**config.mk**
```make
export PLATFORM = sky130hd
export DESIGN_NAME = fftb_fifo_drain_scheduler
export DESIGN_NICKNAME = d
export VERILOG_FILES = /design/src/rtl/fftb_fifo_drain_scheduler.sv
export SDC_FILE = /design/constraint.sdc
export NUM_CORES = 1
export LEC_CHECK = 0
export CAP_MARGIN = 15
export CORE_MARGIN = 3
export CORE_UTILIZATION = 55
export CTS_BUF_LIST = sky130_fd_sc_hd__clkbuf_4
export CTS_CLUSTER_SIZE = 16
export DETAILED_ROUTE_END_ITERATION = 8
export PLACE_DENSITY = 0.95
export SETUP_SLACK_MARGIN = 0.05
export SYNTH_ARGS = -nofsm -noshare
export SYNTH_HDL_FRONTEND = slang
export SYNTH_SLANG_ARGS = --single-unit
export TNS_END_PERCENT = 20
```
**constraint.sdc**
```tcl
create_clock -name clock -period 5.3 [get_ports clock]
set_input_delay 0.53 -clock clock [delete_from_list [all_inputs] [get_ports clock]]
set_output_delay 0.53 -clock clock [all_outputs]
set_load 0.005 [all_outputs]
```
**src/rtl/fftb_fifo_drain_scheduler.sv**
```systemverilog
// Avalon-MM read master: drains NUM_SRC FFT-bin FIFOs round-robin in BLOCK_LEN-word blocks into Avalon-ST packets.
// Latency: one cycle from src_read to the word entering the 2-entry output buffer; the head word is presented combinationally.
// Backpressure: reads are throttled so buffer occupancy plus in-flight reads never exceeds 2; a stalled sink pauses the source reads.
//
// Ports: clock/reset_n (async, active-low); enable starts new blocks; src_* is the per-source
// Avalon-MM read side (latency 1, waitrequest = FIFO empty); out_* is the Avalon-ST side
// (data/valid/ready/sop/eop/channel); busy flags an open block; block_done pulses on eop acceptance.
// Optional macro FFTB_DRAIN_TIMEOUT_EN adds TIMEOUT_CYC and err_timeout: a starved block is zero-padded to full length.
module fftb_fifo_drain_scheduler #(
    parameter int NUM_SRC   = 2,
    parameter int BLOCK_LEN = 64,
    parameter int DATA_W    = 32
`ifdef FFTB_DRAIN_TIMEOUT_EN
    ,
    parameter int TIMEOUT_CYC = 1024
`endif
) (
    input  logic                      clock,
    input  logic                      reset_n,
    input  logic                      enable,
    output logic [NUM_SRC-1:0]        src_address,
    output logic [NUM_SRC-1:0]        src_read,
    input  logic [NUM_SRC*DATA_W-1:0] src_readdata,
    input  logic [NUM_SRC-1:0]        src_waitrequest,
    output logic [DATA_W-1:0]         out_data,
    output logic                      out_valid,
    input  logic                      out_ready,
    output logic                      out_sop,
    output logic                      out_eop,
    output logic [2:0]                out_channel,
    output logic                      busy,
`ifdef FFTB_DRAIN_TIMEOUT_EN
    output logic                      err_timeout,
`endif
    output logic                      block_done
);

    localparam int PTR_W = (NUM_SRC > 1) ? $clog2(NUM_SRC) : 1;
    localparam int CNT_W = $clog2(BLOCK_LEN + 1);

    typedef enum logic [1:0] {S_IDLE, S_SELECT, S_BURST, S_DRAIN} state_t;

    typedef struct packed {
        logic [DATA_W-1:0] data;
        logic              sop;
        logic              eop;
        logic [2:0]        ch;
    } entry_t;

    state_t             state, state_nxt;
    logic [PTR_W-1:0]   ptr, grant;
    logic [CNT_W-1:0]   issued, delivered;
    logic               inflight;
    entry_t             buf_mem [2];
    logic               wr_sel, rd_sel;
    logic [1:0]         occ;
    logic               timed_out;

    // Round-robin scan, starting one past the last granted source.
    logic               sel_found;
    logic [PTR_W-1:0]   sel_idx;
    logic [PTR_W-1:0]   cand;

    always_comb begin
        sel_found = 1'b0;
        sel_idx   = '0;
        cand      = '0;
        for (int k = 1; k <= NUM_SRC; k++) begin
            cand = PTR_W'((int'(ptr) + k) % NUM_SRC);
            if (!sel_found && !src_waitrequest[cand]) begin
                sel_found = 1'b1;
                sel_idx   = cand;
            end
        end
    end

    logic               gnt_wait;
    logic               block_left;
    logic               room;
    logic               issue;
    logic               pad;
    logic               push;
    logic               pop;
    logic               grab;
    entry_t             push_entry;

    assign gnt_wait   = src_waitrequest[grant];
    assign block_left = (issued < CNT_W'(BLOCK_LEN));
    // Occupancy counts only the current contents; a same-cycle pop is not credited.
    assign room       = (occ == 2'd0) || ((occ == 2'd1) && !inflight);
    assign issue      = (state == S_BURST) && !gnt_wait && block_left && room && !timed_out;
    // Zero padding after a timeout waits for any outstanding read so only one push happens per cycle.
    assign pad        = (state == S_BURST) && timed_out && block_left && !inflight && (occ != 2'd2);
    assign push       = inflight | pad;
    assign pop        = out_valid & out_ready;
    assign grab       = (state == S_SELECT) && enable && sel_found;

    always_comb begin
        push_entry      = '0;
        push_entry.data = inflight ? src_readdata[int'(grant)*DATA_W +: DATA_W] : '0;
        push_entry.sop  = (delivered == '0);
        push_entry.eop  = (delivered == CNT_W'(BLOCK_LEN - 1));
        push_entry.ch   = 3'(grant);
    end

    // State register
    always_ff @(posedge clock or negedge reset_n) begin
        if (!reset_n) state <= S_IDLE;
        else          state <= state_nxt;
    end

    // Next-state logic
    always_comb begin
        state_nxt = state;
        case (state)
            S_IDLE:   if (enable) state_nxt = S_SELECT;
            S_SELECT: begin
                if (!enable)        state_nxt = S_IDLE;
                else if (sel_found) state_nxt = S_BURST;
            end
            S_BURST:  if (issued == CNT_W'(BLOCK_LEN)) state_nxt = S_DRAIN;
            S_DRAIN:  if ((occ == 2'd0) && !inflight) state_nxt = enable ? S_SELECT : S_IDLE;
            default:  state_nxt = S_IDLE;
        endcase
    end

    // Output logic
    always_comb begin
        src_address = '0;
        src_read    = issue ? (NUM_SRC'(1) << grant) : '0;
        out_valid   = (occ != 2'd0);
        out_data    = buf_mem[rd_sel].data;
        out_sop     = buf_mem[rd_sel].sop;
        out_eop     = buf_mem[rd_sel].eop;
        out_channel = buf_mem[rd_sel].ch;
        block_done  = out_valid && out_ready && buf_mem[rd_sel].eop;
        busy        = (state == S_BURST) || (occ != 2'd0) || inflight;
    end

    // Grant, counters and output buffer
    always_ff @(posedge clock or negedge reset_n) begin
        if (!reset_n) begin
            ptr        <= PTR_W'(NUM_SRC - 1);
            grant      <= '0;
            issued     <= '0;
            delivered  <= '0;
            inflight   <= 1'b0;
            buf_mem[0] <= '0;
            buf_mem[1] <= '0;
            wr_sel     <= 1'b0;
            rd_sel     <= 1'b0;
            occ        <= 2'd0;
        end else begin
            inflight <= issue;
            if (grab) begin
                grant     <= sel_idx;
                ptr       <= sel_idx;
                issued    <= '0;
                delivered <= '0;
            end else begin
                if (issue || pad) issued    <= issued + 1'b1;
                if (push)         delivered <= delivered + 1'b1;
            end
            if (push) begin
                buf_mem[wr_sel] <= push_entry;
                wr_sel          <= ~wr_sel;
            end
            if (pop) rd_sel <= ~rd_sel;
            occ <= occ + {1'b0, push} - {1'b0, pop};
        end
    end

`ifdef FFTB_DRAIN_TIMEOUT_EN
    localparam int TO_W = $clog2(TIMEOUT_CYC + 1);
    logic [TO_W-1:0] to_cnt;

    // Counts consecutive starved cycles on the granted source; cleared by any read.
    always_ff @(posedge clock or negedge reset_n) begin
        if (!reset_n) begin
            to_cnt      <= '0;
            timed_out   <= 1'b0;
            err_timeout <= 1'b0;
        end else if (state != S_BURST) begin
            to_cnt    <= '0;
            timed_out <= 1'b0;
        end else if (issue) begin
            to_cnt <= '0;
        end else if (gnt_wait && block_left && !timed_out) begin
            to_cnt <= to_cnt + 1'b1;
            if (to_cnt == TO_W'(TIMEOUT_CYC - 1)) begin
                timed_out   <= 1'b1;
                err_timeout <= 1'b1;
            end
        end
    end
`else
    assign timed_out = 1'b0;
`endif

endmodule

```
# Word-level counts from Yosys, hierarchy flattened
# Cells that the tools add are included.
# classes
addsub	6
magnitude_cmp	7
n_eq_ne	10
shifts	2
mux	29
n_bitwise	5
reduce_logical	24
# ops
op	count
$mux W37	4
$bwmux W74	1
$shiftx A64 B7 Y32	1
$demux W37 S1	1
$mux W32	1
$mux W7	4
$add A7 B1 Y7 const B	2
$mux W2	6
$logic_and A1 B1 Y1	11
$mux W1	11
$pmux W2 S4	1
$eq A7 B6 Y1 const B	1
$eq A7 B7 Y1 const B	1
$logic_not A7 Y1	1
$lt A7 B7 Y1 const B	1
$lt A1 B2 Y1 const B	3
$ne A2 B2 Y1 const B	3
$reduce_bool A2 Y1	3
$eq A2 B1 Y1 const B	2
$eq A2 B2 Y1 const B	2
$ge A2 B2 Y1 const B	2
$logic_not A2 Y1	2
$not A1 Y2	2
$reduce_and A4 Y1	1
other kinds (10)	16
# totals
ff_bits	97
output_inout_bits	44
word_cells	100

# Logic depth before layout (Yosys ltp)
# Gate-level depths: netlist of run 1.
# depth
ltp_word	9
ltp_mapped	8
mapped_depth_nobuf	8

# Worst setup path before layout of run 1
# Ideal clock, no wire load.
# synth_path
path_kind	register -> output
start	register rd_sel
end	output out_data[22]
arrival_ps	1336
path_slack_ps	3434
path_stages_with_launch	4
path_buffers	2
cell_sequence	dfrtp_1 > clkbuf_1 > clkbuf_1 > mux2_2
# synth_between
elab_chain_len	4
# synth_lines
item	line_no	text
start: declaration	55	logic wr_sel, rd_sel;
start signal: assignment	168	if (pop) rd_sel <= ~rd_sel;
$not A1 Y2 (implied by the code)	132	out_data = buf_mem[rd_sel].data;
$mux W37 (3 in series)	--	
end: declaration	25	output logic [DATA_W-1:0] out_data,
# No other way between the ends. The select of a mux whose other input is x is not followed.

# Worst setup path after layout of run 1
# layout_path
start	register rd_sel
end	output out_data[1]
# The elaborated chain is that of the path after synthesis.

==> results.tsv, run 1 <==
stage	metric	value	unit
power_and_ir_drop	Psw	1.12	mW
power_and_ir_drop	Lkg Pwr	2.63	nW
timing	Rel. slew slack	0.359	
clock_network	htree depth	3	
timing	Fmax	322	MHz
worst_hold_path	Hold Crit Class	flip-flop to flip-flop	
setup_path	flop-to-flop setup slack	3.40	ns
routing	via count	3508	
setup_path	crit-path max FO	19	
power_and_ir_drop	Pint	2.08	mW
yosys	Ys Warns	0	
clock_network	CTS tree	yes	
yosys	sequential share of the synthesized area	0.527	
timing	number of hold violations in the final report	0	
layout	Diodes inserted	0	
floorplanning	die area	9140	um2
clock_network	Sink Count	93	
setup_path	Worst Setup Start Kind	flip-flop	
clock_network	Clock Root Buffer	clkbuf_4	
global_route	first-pass GRT wire length	17.1	mm
timing	post-route clock period utilization	0.587	
placement	placed cell count	617	
global_route	grt ovf	0	
placement	port bufs	109	
power_and_ir_drop	Peak VDD IR	0.000271	V
power_and_ir_drop	switch share	0.351	
setup_path	Critical Path Sink Type	output port	
setup_path	CP Class	flip-flop to output port	
placement	DPL Wire Length	7.68	mm
global_route	GRT Util Overall	0.243	
setup_path	CP max-delay cell	dfrtp_1	
setup_path	max incr delay on CP	0.89	ns
power_and_ir_drop	Comb power frac	0.456	
timing	Fin Hold WS	0.497	ns
routing	Antenna Violating Nets Remaining	0	
clock_network	post-CTS setup buffer count	0	
clock_network	worst-skew pair later-pin latency	0.45	ns
flow_run	Max-Cap Viols	0	
floorplanning	number of I/O pins	114	
power_and_ir_drop	pwr/cell area	557	nW/um2
timing	final setup fails	0	
global_route	antenna violations before repair	0	
worst_hold_path	hold path startpoint	buf_mem[41]	
timing	TNS Setup	0	ns
layout	share of layout cells above drive strength 1	0.124	
global_route	vias in the first global route	3552	
layout	Area growth syn-to-layout	30.6	%
layout	final instance count without filler cells	636	
setup_path	crit path cell chain	buf_4 > mux2_2 > clkdlybuf4s50_1	
clock_network	Worst-path clk slew	0.14	ns
floorplanning	initial core utilization	0.568	
yosys	FF+latch count, synth	93	
layout	final net count	605	
yosys	Avg Cell Area, Syn	10.3	um2
floorplanning	Die Wd	95.6	um
routing	WL final	10.6	mm
routing	Pre-antenna DRT Iters	4	
routing	Wirelength per Cell	16.7	um
timing	post-route clock skew	0.0220	ns
routing	initial DRC count	142	
outcome	status	complete, no violations	
timing	Min Clock Period, post-route	3.11	ns
power_and_ir_drop	Flop pwr share	0.408	
routing	# DRC	0	
setup_path	required time worst endpoint	4.77	ns
setup_path	CP startpoint	rd_sel	
yosys	Cells after Synth	429	
floorplanning	Core Region	7770	um2
power_and_ir_drop	power share of the clock group	0.135	
floorplanning	DIE HEIGHT	95.6	um
yosys	synth unique cells	38	
placement	GP Congestion	0.796	
global_route	largest net degree at the start of global routing	70	
timing	worst slew pin tran	0.962	ns
timing	RSZ-0062 raised after global routing	no	
setup_path	RR Startpoint	grant	
clock_network	total CTS buffers	9	
yosys	Mapped Area	4410	um2
clock_network	Clock Tree Buf Depth	2	
setup_path	crit path DAT	2.58	ns
floorplanning	Core Rows	32	
routing	DR vias/cell	5.52	
timing	fin. max-slew vios	0	
-- through the flow --
step,utilization,setup slack (ns),power [mW],instance area (um2)
2_1_floorplan,-,3.43,2.05,4430
3_3_place_gp,0.713,2.76,2.66,5540
3_5_place_dp,0.713,2.68,2.78,5540
4_1_cts,0.736,2.18,3.22,5720
5_1_grt,0.742,2.06,3.46,5760
6_report,0.742,2.19,3.21,5760
-- power groups by stage --
stage,Sequential (mW),Combinational (mW),Clock (mW)
after floorplan,1.19,0.857,0
after global placement,1.30,1.36,0
after detailed placement,1.32,1.45,0
after CTS,1.31,1.46,0.443
after global routing,1.36,1.62,0.475
final,1.31,1.46,0.435
-- cell usage in the layout (no fill, tap or decap), types with 2 or more instances in the layout --
cell,Yosys,layout
dfrtp_1,92,91
inv_6,0,2
ha_1,6,6
xnor2_1,4,4
mux2i_1,35,35
nand3_1,4,4
nor3_1,3,3
or4_1,2,2
nand3b_1,2,2
a21oi_1,7,7
conb_1,1,4
nand2_1,88,87
inv_1,9,9
mux2_2,36,36
bufinv_16,0,2
xor2_1,4,4
clkinvlp_4,0,2
o21ai_0,73,73
nand4_1,4,4
buf_4,4,4
nor4_1,2,2
nor2_1,8,8
o31ai_1,2,2
clkbuf_4,0,9
or3_1,2,2
clkdlybuf4s50_1,0,108
nand2b_1,3,2
-- state kept, by name, indices dropped and copies added, names as in the netlist, named ones only --
register and cells:
inflight 1, state 1, ptr 1, delivered 7, grant 1, wr_sel 1, issued 7, rd_sel 1
occ 2, buf_mem 70
-- area by class of cell --
cell class              count  area [um2]
well taps                 102         128
flip-flops and latches     93        2330
clock inverters             7        97.6
fillers                   514        2000
multi-input cells         301        1940
clock buffers               9        67.6
repair buffers            115        1170
inverters                   9        33.8
-- path summary, 6_finish.rpt --
kind	endpoint	depth (start not counted)
max	out_data[1]	3
min	buf_mem[41]	2
max reg2reg	issued[5]	4
min reg2reg	buf_mem[41]	2
max in group asynchronous	buf_mem[36]	3
min in group asynchronous	buf_mem[22]	2
-- kinds of logic (layout without fill, tap and decap cells) --
family,count (synthesis),after routing,synth area share
simple gates,125,125,0.128
flops,93,93,0.527
compound gates,87,87,0.103
mux,71,71,0.171
buf+inv,38,140,0.0371
xor+xnor,8,8,0.0159
fa+ha+maj,6,6,0.0170
other cells,1,4,0.000850
-- cell usage after synthesis --
cell | n | area share
clkbuf_1 | 18 | 0.015
or4b_2 | 1 | 0.0023
nand3_2 | 1 | 0.0023
a21oi_1 | 7 | 0.0079
xor2_1 | 4 | 0.0079
o21a_1 | 1 | 0.0017
a31oi_1 | 1 | 0.0014
nand2_1 | 88 | 0.075
o31ai_1 | 2 | 0.0034
o211ai_1 | 1 | 0.0017
or3_1 | 2 | 0.0028
ha_1 | 6 | 0.017
or2_2 | 1 | 0.0014
nor2_1 | 8 | 0.0068
o41ai_1 | 1 | 0.0020
and2_1 | 1 | 0.0014
a21o_1 | 1 | 0.0017
or4_1 | 2 | 0.0034
o21ai_0 | 73 | 0.083
nand3b_1 | 2 | 0.0034
conb_1 | 1 | 0.00085
nor3b_1 | 1 | 0.0017
buf_4 | 4 | 0.0068
nor4_1 | 2 | 0.0028
xnor2_1 | 4 | 0.0079
mux2i_1 | 35 | 0.079
nor3_1 | 3 | 0.0034
dfrtp_1 | 92 | 0.52
buf_2 | 5 | 0.0057
nand2b_1 | 3 | 0.0043
nand4_1 | 4 | 0.0057
nand3_1 | 4 | 0.0045
mux2_2 | 36 | 0.092
nor4b_4 | 1 | 0.0054
dfstp_2 | 1 | 0.0060
buf_1 | 2 | 0.0017
inv_1 | 9 | 0.0077
and3_1 | 1 | 0.0014
-- worst max-delay path: cells and delay by family (launching register included) --
kind	cells	cell delay [ns]
DFF	1	0.89
buffers and inverters	2	0.87
muxes	1	0.38
-- what timing repair did --
action | 4_1_cts | 5_1_grt
hold buffers | 1 | 0
resized for setup | 0 | 0
hold endpoints to repair | 23 | 0
-- metal layers --
metal	share of wire	vias to the layer above	wire, um	track usage
met3	0.066	18	698	0.0450
met2	0.51	119	5390	0.417
met4	0.016	0	168	0.0841
li1	-	1673	-	-
met1	0.41	1698	4380	0.309
met5	0	-	0	0
Power figures use the tool's default switching activity.
==> run 2: changes to the inputs <==
--- a/config.mk
+++ b/config.mk
@@ -7,11 +7,11 @@
 export LEC_CHECK = 0
 export CAP_MARGIN = 15
 export CORE_MARGIN = 3
-export CORE_UTILIZATION = 55
+export CORE_UTILIZATION = 51
 export CTS_BUF_LIST = sky130_fd_sc_hd__clkbuf_4
 export CTS_CLUSTER_SIZE = 16
 export DETAILED_ROUTE_END_ITERATION = 8
-export PLACE_DENSITY = 0.95
+export PLACE_DENSITY = 0.89
 export SETUP_SLACK_MARGIN = 0.05
 export SYNTH_ARGS = -nofsm -noshare
 export SYNTH_HDL_FRONTEND = slang
==> constraint.sdc (replaced) <==
create_clock -name clock -period 3.25 [get_ports clock]
set_input_delay 0.325 -clock clock [delete_from_list [all_inputs] [get_ports clock]]
set_output_delay 0.325 -clock clock [all_outputs]
set_load 0.005 [all_outputs]
==> results.tsv, run 2 (synthesis results as in run 1) <==
stage	metric	value	unit	change
outcome	status	finished with violations		
outcome	failing checks	negative hold slack		
layout	Area growth syn-to-layout	30.1	%	
global_route	first-pass GRT wire length	16.7	mm	-2.3%
timing	Min Clock Period, post-route	2.49	ns	
power_and_ir_drop	switch share	0.341		-0.00915
global_route	antenna violations before repair	0		unchanged
flow_run	Max-Cap Viols	0		unchanged
clock_network	post-CTS setup buffer count	0		unchanged
clock_network	Sink Count	93		unchanged
setup_path	CP top delay family	buffers and inverters		
floorplanning	Core Region	8300	um2	+6.8%
power_and_ir_drop	power share of the clock group	0.136		about the same
layout	final core occ	0.692		-0.0501
setup_path	RR Startpoint	grant		
clock_network	post-CTS sizing	0		unchanged
routing	WL final	9.88	mm	-7.0%
worst_hold_path	Hold Crit Class	primary input to async pin		
clock_network	Worst-path clk slew	0.15	ns	about the same
clock_network	CTS tree	yes		
setup_path	flop-to-flop setup slack	1.27	ns	-2.13 ns
timing	TNS Setup	0	ns	unchanged
timing	post-route clock period utilization	0.766		
power_and_ir_drop	pwr/cell area	898	nW/um2	+61%
global_route	largest net degree at the start of global routing	71		+1.4%
routing	Pre-antenna DRT Iters	4		unchanged
clock_network	total CTS buffers	9		unchanged
routing	DR vias/cell	5.39		-2.3%
clock_network	Clock Tree Buf Depth	2		unchanged
setup_path	CP Class	flip-flop to output port		
layout	biggest regs	buf_mem (70), delivered (7), issued (7)		
timing	Fmax	402	MHz	
setup_path	max incr delay on CP	0.46	ns	-0.43 ns
global_route	grt ovf	0		unchanged
setup_path	crit path cell chain	buf_4 > mux2_2 > clkdlybuf4s50_1		
setup_path	Critical Path Sink Type	output port		
floorplanning	number of I/O pins	114		unchanged
clock_network	Clock Root Buffer	clkbuf_4		
setup_path	CP max-delay cell	clkdlybuf4s50_1		
setup_path	Worst path depth	3		unchanged
layout	final net count	605		unchanged
layout	Largest Register	buf_mem		
power_and_ir_drop	Psw	1.76	mW	+57%
timing	final setup fails	0		unchanged
timing	Final WS setup	0.761	ns	-1.43 ns
layout	Diodes inserted	0		unchanged
layout	max reg flops	70		unchanged
timing	number of hold violations in the final report	9		+9
timing	Fin Hold WS	-0.0147	ns	-0.512 ns
routing	via count	3444		-1.8%
layout	commonest non-fill, non-tap cells in the layout	108 x clkdlybuf4s50_1, 91 x dfrtp_1, 87 x nand2_1		
global_route	vias in the first global route	3503		-1.4%
setup_path	Worst Setup Start Kind	flip-flop		
power_and_ir_drop	Comb power frac	0.464		+0.008
routing	Antenna Violating Nets Remaining	0		unchanged
power_and_ir_drop	Power Total	5.16	mW	+61%
setup_path	crit-path max FO	35		+16
power_and_ir_drop	Peak VDD IR	0.000512	V	+89%
placement	GP Congestion	0.875		+9.9%
floorplanning	DIE HEIGHT	99.0	um	+3.6%
setup_path	WP buf/inv	2		unchanged
power_and_ir_drop	Pint	3.40	mW	+63%
power_and_ir_drop	Lkg Pwr	2.62	nW	-0.45%
timing	worst slew pin tran	0.863	ns	-0.0991 ns
floorplanning	Die Wd	99.0	um	+3.6%
setup_path	Worst R2R Path Depth	4		unchanged
global_route	GRT Util Overall	0.210		-0.0329
routing	Wirelength per Cell	15.5	um	-7.5%
timing	post-route clock skew	0.0193	ns	-0.00265 ns
placement	port bufs	109		unchanged
timing	RSZ-0062 raised after global routing	no		
power_and_ir_drop	Flop pwr share	0.400		-0.008
setup_path	crit path DAT	2.16	ns	-0.42 ns
placement	worst slack, placed	1.16	ns	-1.52 ns
routing	initial DRC count	101		-29%
timing	Rel. slew slack	0.425		+0.0661
floorplanning	initial core utilization	0.532		-0.0364
clock_network	htree depth	3		unchanged
layout	share of layout cells above drive strength 1	0.124		unchanged
layout	commonest non-fill, non-tap cell in the layout	clkdlybuf4s50_1		
setup_path	reg2reg end	issued[5]		
setup_path	required time worst endpoint	2.92	ns	-1.85 ns
floorplanning	Core Rows	33		+3.1%
timing	fin. max-slew vios	0		unchanged
clock_network	CTS Hold Bufs	0		-1
floorplanning	die area	9810	um2	+7.3%
placement	DPL Wire Length	7.00	mm	-8.8%
clock_network	worst-skew pair later-pin latency	0.43	ns	-0.02 ns
routing	# DRC	0		unchanged
## run 2: changes by cell type in the layout (fill, tap and decap cells not counted), sizes merged
cell | before | now
dlygate4sd3 | 1 | 0
buf | 6 | 7
inv | 11 | 9
clkbuf | 9 | 10
clkinv | 1 | 2
## run 2: worst reg2reg max path, cell delays in order, from the launching register on
cell,delay [ns]
dfrtp_2,0.67
mux2i_1,0.35
nand3_2,0.18
or4_1,0.53
a21oi_1,0.18
## run 2: power by group through the flow
stage,Combinational (mW),Sequential [mW],Clock [mW]
after detailed placement,2.40,2.09,0
after CTS,2.42,2.07,0.716
final,2.39,2.06,0.701
after floorplan,1.40,1.94,0
after global routing,2.65,2.14,0.776
after global placement,2.30,2.04,0
## run 2: how the worst max path moves through the flow
stage	endpoint	start
2_1_floorplan	occ[1]	occ[1]
3_3_place_gp	issued[5]	src_waitrequest[1]
3_5_place_dp	issued[5]	src_waitrequest[1]
4_1_cts	out_channel[0]	rd_sel
5_1_grt	out_channel[0]	rd_sel
6_report	out_channel[0]	rd_sel
## run 2: layout make-up
cell class,count,area [um2]
multi-input combinational,301,1940
sequential,93,2330
clock inverter,6,87.6
fill,627,2560
inverter,9,33.8
clock buffer,10,75.1
tap,105,131
timing repair buffer,115,1150
## run 2: through the flow
step                      instance area [um2]  cells  hold slack, ns
after floorplan                          4430    432          0.0294
after global placement                   5560    622           0.456
after detailed placement                 5560    622           0.462
after CTS                                5720    638         0.00197
after global routing                     5740    639          0.0162
final                                    5740    639         -0.0147
## run 2: routing by layer
layer  share of wire  track usage
met1            0.42        0.268
met2            0.51        0.364
met3           0.056       0.0481
met4           0.013       0.0525
met5               0            0
